[config.mk]
export PLATFORM = sky130hd
export DESIGN_NAME = branch_predict_cmp_flat
export DESIGN_NICKNAME = d
export VERILOG_FILES = /design/src/rtl/branch_predict_cmp_pkg.sv /design/src/rtl/branch_predict_cmp_if.sv /design/src/rtl/branch_predict_cmp_branch_cond.sv /design/src/rtl/branch_predict_cmp.sv /design/src/flat_wrapper.sv
export SDC_FILE = /design/constraint.sdc
export NUM_CORES = 1
export LEC_CHECK = 0
export BUFFER_PORTS_ARGS = -buffer_cell sky130_fd_sc_hd__buf_2
export CAP_MARGIN = 20
export CORE_ASPECT_RATIO = 0.6
export CORE_MARGIN = 4
export CORE_UTILIZATION = 55
export CTS_CLUSTER_SIZE = 14
export DETAILED_ROUTE_END_ITERATION = 10
export PLACE_DENSITY = 0.8
export SLEW_MARGIN = 15
export SYNTH_ARGS = -nofsm -noshare
export SYNTH_HDL_FRONTEND = slang
export SYNTH_SLANG_ARGS = --single-unit
[constraint.sdc]
create_clock -name clk -period 6.7 [get_ports clk]
set_input_delay 0 -clock clk [delete_from_list [all_inputs] [get_ports clk]]
set_output_delay 0 -clock clk [all_outputs]
set_load 0.03 [all_outputs]
[src/rtl/branch_predict_cmp_pkg.sv]
// Shared definitions for the branch evaluator / bimodal predictor slice:
// opcode and REGIMM rt encodings, 2-bit counter states and the saturating update.
package branch_predict_cmp_pkg;

   localparam logic [5:0] OP_SPECIAL = 6'b000000;
   localparam logic [5:0] OP_REGIMM  = 6'b000001;
   localparam logic [5:0] OP_J       = 6'b000010;
   localparam logic [5:0] OP_JAL     = 6'b000011;
   localparam logic [5:0] OP_BEQ     = 6'b000100;
   localparam logic [5:0] OP_BNE     = 6'b000101;
   localparam logic [5:0] OP_BLEZ    = 6'b000110;
   localparam logic [5:0] OP_BGTZ    = 6'b000111;
   localparam logic [5:0] OP_ADDI    = 6'b001000;
   localparam logic [5:0] OP_LW      = 6'b100011;
   localparam logic [5:0] OP_SW      = 6'b101011;

   localparam logic [4:0] RT_BLTZ    = 5'b00000;
   localparam logic [4:0] RT_BGEZ    = 5'b00001;
   localparam logic [4:0] RT_BLTZAL  = 5'b10000;
   localparam logic [4:0] RT_BGEZAL  = 5'b10001;

   localparam logic [1:0] SNT = 2'b00;
   localparam logic [1:0] WNT = 2'b01;
   localparam logic [1:0] WT  = 2'b10;
   localparam logic [1:0] ST  = 2'b11;

   // Move one step toward the observed outcome, pinned at SNT and ST.
   function automatic logic [1:0] cnt_update(input logic [1:0] cnt, input logic taken);
      if (taken)
         return (cnt == ST) ? ST : cnt + 2'd1;
      else
         return (cnt == SNT) ? SNT : cnt - 2'd1;
   endfunction

endpackage

[src/rtl/branch_predict_cmp_if.sv]
// Pipeline-facing bundle of the predictor: IF lookup, ID resolve and event counters.
interface branch_predict_cmp_if #(
   parameter int DATA_W = 32,
   parameter int STAT_W = 32
);
   // No back-pressure: an ID-stage branch is consumed (trains the BHT and counts)
   // on any rising edge where id_valid is high and stall is low; stall only freezes state.
   logic              stall;
   logic [31:0]       if_pc;
   logic              if_pred_taken;
   logic              id_valid;
   logic [31:0]       id_pc;
   logic [5:0]        id_op;
   logic [4:0]        id_rt;
   logic [DATA_W-1:0] id_a;
   logic [DATA_W-1:0] id_b;
   logic              id_pred_taken;
   logic              id_is_branch;
   logic              id_taken;
   logic              id_link;
   logic              id_mispredict;
   logic [STAT_W-1:0] stat_branches;
   logic [STAT_W-1:0] stat_mispred;

   modport master (
      output stall, if_pc, id_valid, id_pc, id_op, id_rt, id_a, id_b, id_pred_taken,
      input  if_pred_taken, id_is_branch, id_taken, id_link, id_mispredict,
             stat_branches, stat_mispred
   );

   modport slave (
      input  stall, if_pc, id_valid, id_pc, id_op, id_rt, id_a, id_b, id_pred_taken,
      output if_pred_taken, id_is_branch, id_taken, id_link, id_mispredict,
             stat_branches, stat_mispred
   );
endinterface

[src/rtl/branch_predict_cmp_branch_cond.sv]
// Combinational branch decode and condition evaluation for the
// BEQ/BNE/BLEZ/BGTZ and REGIMM (BLTZ/BGEZ/BLTZAL/BGEZAL) families.
module branch_cond
   import branch_predict_cmp_pkg::*;
#(
   parameter int DATA_W = 32
) (
   input  logic [5:0]        op,
   input  logic [4:0]        rt,
   input  logic [DATA_W-1:0] a,
   input  logic [DATA_W-1:0] b,
   output logic              is_branch,
   output logic              taken,
   output logic              link
);

   logic a_neg;
   logic a_zero;

   assign a_neg  = a[DATA_W-1];
   assign a_zero = (a == '0);

   always_comb begin
      is_branch = 1'b0;
      taken     = 1'b0;
      link      = 1'b0;
      case (op)
         OP_BEQ: begin
            is_branch = 1'b1;
            taken     = (a == b);
         end
         OP_BNE: begin
            is_branch = 1'b1;
            taken     = (a != b);
         end
         OP_BLEZ: begin
            is_branch = 1'b1;
            taken     = a_neg | a_zero;
         end
         OP_BGTZ: begin
            is_branch = 1'b1;
            taken     = ~a_neg & ~a_zero;
         end
         OP_REGIMM: begin
            // Unsupported rt values leave everything at zero.
            case (rt)
               RT_BLTZ, RT_BLTZAL: begin
                  is_branch = 1'b1;
                  taken     = a_neg;
                  link      = (rt == RT_BLTZAL);
               end
               RT_BGEZ, RT_BGEZAL: begin
                  is_branch = 1'b1;
                  taken     = ~a_neg;
                  link      = (rt == RT_BGEZAL);
               end
               default: ;
            endcase
         end
         default: ;
      endcase
   end

endmodule

[src/rtl/branch_predict_cmp.sv]
// Branch condition evaluator with a bimodal BHT of 2-bit saturating counters,
// zero-latency IF prediction / ID mispredict flag, and saturating event counters.
module branch_predict_cmp
   import branch_predict_cmp_pkg::*;
#(
   parameter int         DATA_W      = 32,
   parameter int         BHT_ENTRIES = 64,
   parameter logic [1:0] CNT_INIT    = WNT,
   parameter int         STAT_W      = 32
) (
   input logic                 clk,
   input logic                 rst,
   branch_predict_cmp_if.slave bus
);

   localparam int IDX_W = $clog2(BHT_ENTRIES);

   logic [1:0]        bht [BHT_ENTRIES];
   logic [IDX_W-1:0]  if_idx;
   logic [IDX_W-1:0]  id_idx;
   logic              is_branch;
   logic              taken;
   logic              link;
   logic              train;
   logic              mispredict;
   logic [STAT_W-1:0] stat_branches;
   logic [STAT_W-1:0] stat_mispred;
   logic              unused_pc_bits;

   assign if_idx = bus.if_pc[IDX_W+1:2];
   assign id_idx = bus.id_pc[IDX_W+1:2];
   assign unused_pc_bits = ^{bus.if_pc[31:IDX_W+2], bus.if_pc[1:0],
                             bus.id_pc[31:IDX_W+2], bus.id_pc[1:0]};

   branch_cond #(.DATA_W(DATA_W)) u_cond (
      .op        (bus.id_op),
      .rt        (bus.id_rt),
      .a         (bus.id_a),
      .b         (bus.id_b),
      .is_branch (is_branch),
      .taken     (taken),
      .link      (link)
   );

   assign mispredict = bus.id_valid & is_branch & (taken != bus.id_pred_taken);
   assign train      = bus.id_valid & is_branch & ~bus.stall;

   // Plain array read: a same-cycle write to this index shows up one cycle later.
   assign bus.if_pred_taken = bht[if_idx][1];
   assign bus.id_is_branch  = is_branch;
   assign bus.id_taken      = taken;
   assign bus.id_link       = link;
   assign bus.id_mispredict = mispredict;
   assign bus.stat_branches = stat_branches;
   assign bus.stat_mispred  = stat_mispred;

   always_ff @(posedge clk or posedge rst) begin
      if (rst) begin
         for (int i = 0; i < BHT_ENTRIES; i++)
            bht[i] <= CNT_INIT;
      end else if (train) begin
         bht[id_idx] <= cnt_update(bht[id_idx], taken);
      end
   end

   // Event counters stick at all-ones instead of wrapping.
   always_ff @(posedge clk or posedge rst) begin
      if (rst) begin
         stat_branches <= '0;
         stat_mispred  <= '0;
      end else if (train) begin
         if (stat_branches != '1)
            stat_branches <= stat_branches + STAT_W'(1);
         if (mispredict && (stat_mispred != '1))
            stat_mispred <= stat_mispred + STAT_W'(1);
      end
   end

endmodule

[src/flat_wrapper.sv]
// flat-port wrapper written by rule: the top's interface ports become plain ports
module branch_predict_cmp_flat import branch_predict_cmp_pkg::*;
#(
   parameter int         DATA_W      = 32,
   parameter int         BHT_ENTRIES = 64,
   parameter logic [1:0] CNT_INIT    = WNT,
   parameter int         STAT_W      = 32
)
  (clk, rst, bus_stall, bus_if_pc, bus_id_valid, bus_id_pc, bus_id_op, bus_id_rt, bus_id_a, bus_id_b, bus_id_pred_taken, bus_if_pred_taken, bus_id_is_branch, bus_id_taken, bus_id_link, bus_id_mispredict, bus_stat_branches, bus_stat_mispred);
  branch_predict_cmp_if #(.DATA_W(DATA_W), .STAT_W(STAT_W)) bus_i ();
  input logic clk;
  input logic rst;
  input wire logic [$bits(bus_i.stall)-1:0] bus_stall;
  input wire logic [$bits(bus_i.if_pc)-1:0] bus_if_pc;
  input wire logic [$bits(bus_i.id_valid)-1:0] bus_id_valid;
  input wire logic [$bits(bus_i.id_pc)-1:0] bus_id_pc;
  input wire logic [$bits(bus_i.id_op)-1:0] bus_id_op;
  input wire logic [$bits(bus_i.id_rt)-1:0] bus_id_rt;
  input wire logic [$bits(bus_i.id_a)-1:0] bus_id_a;
  input wire logic [$bits(bus_i.id_b)-1:0] bus_id_b;
  input wire logic [$bits(bus_i.id_pred_taken)-1:0] bus_id_pred_taken;
  output wire logic [$bits(bus_i.if_pred_taken)-1:0] bus_if_pred_taken;
  output wire logic [$bits(bus_i.id_is_branch)-1:0] bus_id_is_branch;
  output wire logic [$bits(bus_i.id_taken)-1:0] bus_id_taken;
  output wire logic [$bits(bus_i.id_link)-1:0] bus_id_link;
  output wire logic [$bits(bus_i.id_mispredict)-1:0] bus_id_mispredict;
  output wire logic [$bits(bus_i.stat_branches)-1:0] bus_stat_branches;
  output wire logic [$bits(bus_i.stat_mispred)-1:0] bus_stat_mispred;
  assign bus_i.stall = bus_stall;
  assign bus_i.if_pc = bus_if_pc;
  assign bus_i.id_valid = bus_id_valid;
  assign bus_i.id_pc = bus_id_pc;
  assign bus_i.id_op = bus_id_op;
  assign bus_i.id_rt = bus_id_rt;
  assign bus_i.id_a = bus_id_a;
  assign bus_i.id_b = bus_id_b;
  assign bus_i.id_pred_taken = bus_id_pred_taken;
  assign bus_if_pred_taken = bus_i.if_pred_taken;
  assign bus_id_is_branch = bus_i.id_is_branch;
  assign bus_id_taken = bus_i.id_taken;
  assign bus_id_link = bus_i.id_link;
  assign bus_id_mispredict = bus_i.id_mispredict;
  assign bus_stat_branches = bus_i.stat_branches;
  assign bus_stat_mispred = bus_i.stat_mispred;
  branch_predict_cmp #(.DATA_W(DATA_W), .BHT_ENTRIES(BHT_ENTRIES), .CNT_INIT(CNT_INIT), .STAT_W(STAT_W)) u_core (.clk(clk), .rst(rst), .bus(bus_i));
endmodule
==> run metrics <==
RD Place Congestion 0.888; Max-Cap Viols 0; Slew Limit Fails 0; outcome completed; CP peak stage delay 0.82 ns; Seq/Total Area, Yosys 46.9%; Routed WL 27300 um; drc violations 0; Achievable Freq 239 MHz; ys flop type dfrtp_1; Syn Inst Count 1020; Hold Buf Count CTS 1; FF+latch area 4880 um2; vias in the first global route 8250; asr flop ratio synth 100%; DIE HEIGHT 115 um; die area 21300 um2; Hold Path Origin bus_id_pc[5]; Synth top area share 30.7%; Slowest-stage cell, CP a21boi_4; Req. time, crit path 6.98 ns; Rows 38; grt ovf 0; initial antenna violation count 1; Total GRT Usage 26.4%; slew margin rel. 33.4%; Yosys reg bits 192; Final Cycle Share 62.5%; Buffers on Ports 160; CTS tree done; total negative slack 0 ns; cell taking the most area after synthesis dfrtp_1; most common cell in the netlist nor2_1; WL/cell 19.4 um; first-pass GRT wire length 44100 um; startpoint types primary input; Hold Path Depth 4; syn_nets 1166; power density over cell area 205 nW/um2; layout net count 1301; final hold violation count 0; WHS Endpoint u_core.bht[42]$_DFFE_PP1P_; Hold Crit Class primary input to register; 1st-iter DRT viols 790; crit-path max FO 34; largest net degree at the start of global routing 113; Yosys warning total 0; Lkg Pwr 5.48 nW; via count 8587; clock sinks 192; Worst R2R Setup Slack 2.76 ns; crit path time final 4.19 ns; chip width 186 um; synthesized area per cell 10.2 um2; element type at the critical path end register; CP most frequent cell buf_4; DRT Pass-1 Iters 6; ant diodes 0; Filler Cell Count 1451; Post-synth top cells nor2_1 (174), dfrtp_1 (128), a21oi_1 (104); Least-Margin Pin Slew 0.996 ns; H-tree depth 4; P&R area growth vs syn 14.3%; Root Driver clkbuf_16; Post-synth EDFFs 0; R2R depth 9; setup bufs post-CTS 0; clk_skew 0.0188 ns; Starting Density 56.8%; critical path arrival 4.47 ns; FF-to-FF Start u_core.bht[80]$_DFFE_PP1P_; RSZ-0062 raised after global routing no; peak supply drop 0.166 mV; Setup Crit Path Kind primary input to register; fraction of layout cells with a size suffix above 1 28.6%; Ports 213; CTS clk-pin slew, worst paths 0.07 ns; worst-case clock buffer depth 2; top cells by area, synth dfrtp_1 (31%), dfstp_2 (16%), mux4_2 (8.6%); CP cell instances buf_2 > buf_4 > mux4_1 > mux2i_1 > o22a_1 > o21ai_1 > or4_4 > o22ai_1 > a21boi_4 > buf_4 > a21oi_1; final setup violation count 0; clk_lat worst skew 0.45 ns; post-detailed-placement half-perimeter wirelength 19300 um; total core area 18400 um2; total power 2.45 mW; Num CTS Buffers 17; Mapped Area 10400 um2; cells resized by post-CTS repair 0; multi-input logic area 5130 um2; Unique masters post-synth 63; Worst R2R End u_core.bht[13]$_DFFE_PP0P_; Post-DRT Antenna Nets 0; via/cell ratio 6.10
-- layer usage --
metal | vias up | track usage [%] | share of wire, %
met3 | 36 | 8.35 | 11
met5 | - | 0 | 0.044
met2 | 400 | 38.5 | 45
met1 | 4231 | 39.3 | 44
li1 | 3918 | - | -
met4 | 2 | 5.43 | 1.2
-- per-stage QoR --
step / setup WS (ns) / hold WS, ns / cells / cell area [um2] / utilization [%]
6_report: 2.51 / 0.126 / 1408 / 11900 / 64.9
5_1_grt: 2.27 / 0.164 / 1408 / 11900 / 64.9
4_1_cts: 2.60 / 0.109 / 1407 / 11900 / 64.8
3_5_place_dp: 2.15 / 0.192 / 1374 / 11300 / 61.7
3_3_place_gp: 2.23 / 0.186 / 1374 / 11300 / 61.7
2_1_floorplan: 1.58 / 0.217 / 1020 / 10400 / -
-- kinds of logic (layout without fill, tap and decap cells) --
| kind of cell | after synthesis | after routing | share of synthesized area [%] |
|---|---|---|---|
| mux | 83 | 83 | 13.0 |
| buf+inv | 90 | 238 | 4.36 |
| xor+xnor | 95 | 95 | 7.98 |
| fa+ha+maj | 2 | 2 | 0.240 |
| simple gates | 389 | 389 | 17.9 |
| flops | 192 | 192 | 46.9 |
| compound gates | 169 | 169 | 9.69 |
-- area by class of cell --
class	instances	share of cell area, %
clock buffers	20	3.83
clock inverters	12	0.819
inverters	34	1.13
multi-input cells	738	43.0
flip-flops and latches	192	41.0
well taps	240	2.52
repair buffers	172	7.67
-- cell usage in the layout (no fill, tap or decap), types with 27 or more instances in the layout --
cell and n:
a21oi_1 104, buf_2 160, dfrtp_1 128, dfstp_2 64, inv_1 33, mux2i_1 35, mux4_2 40, nand2_1 48
nand3_1 36, nand4_1 33, nor2_1 174, nor4_1 27, xnor2_1 50, xor2_1 45
-- critical path, delay by kind of cell --
family	cells	cell delay, ns
mux	2	0.82
buf+inv	3	1.58
compound gates	5	1.43
simple gates	1	0.60
-- worst max path at each step --
| stage | from | to | slack (ns) | depth (start not counted) |
|---|---|---|---|---|
| floorplan | rst | u_core.bht[101]$_DFFE_PP0P_ | 1.58 | 1 |
| finish | bus_id_pc[3] | u_core.bht[13]$_DFFE_PP0P_ | 2.51 | 11 |
| CTS | bus_id_pc[3] | u_core.bht[13]$_DFFE_PP0P_ | 2.60 | 11 |
| global placement | bus_id_pc[3] | u_core.bht[123]$_DFFE_PP0P_ | 2.23 | 11 |
| global route | bus_id_pc[3] | u_core.bht[43]$_DFFE_PP0P_ | 2.27 | 11 |
| detailed placement | bus_id_pc[3] | u_core.bht[123]$_DFFE_PP0P_ | 2.15 | 11 |
-- flip-flops by register name (all words and copies together), names as in the netlist --
| register | cells |
|---|---|
| u_core.bht | 128 |
| u_core.bus.stat_mispred | 32 |
| u_core.bus.stat_branches | 32 |
-- where the power goes --
group,switching [mW],internal (mW)
Clock,0.471,0.503
Sequential,0.0213,1.18
Combinational,0.171,0.0971
Note: power is estimated with default switching activity, not from simulation.
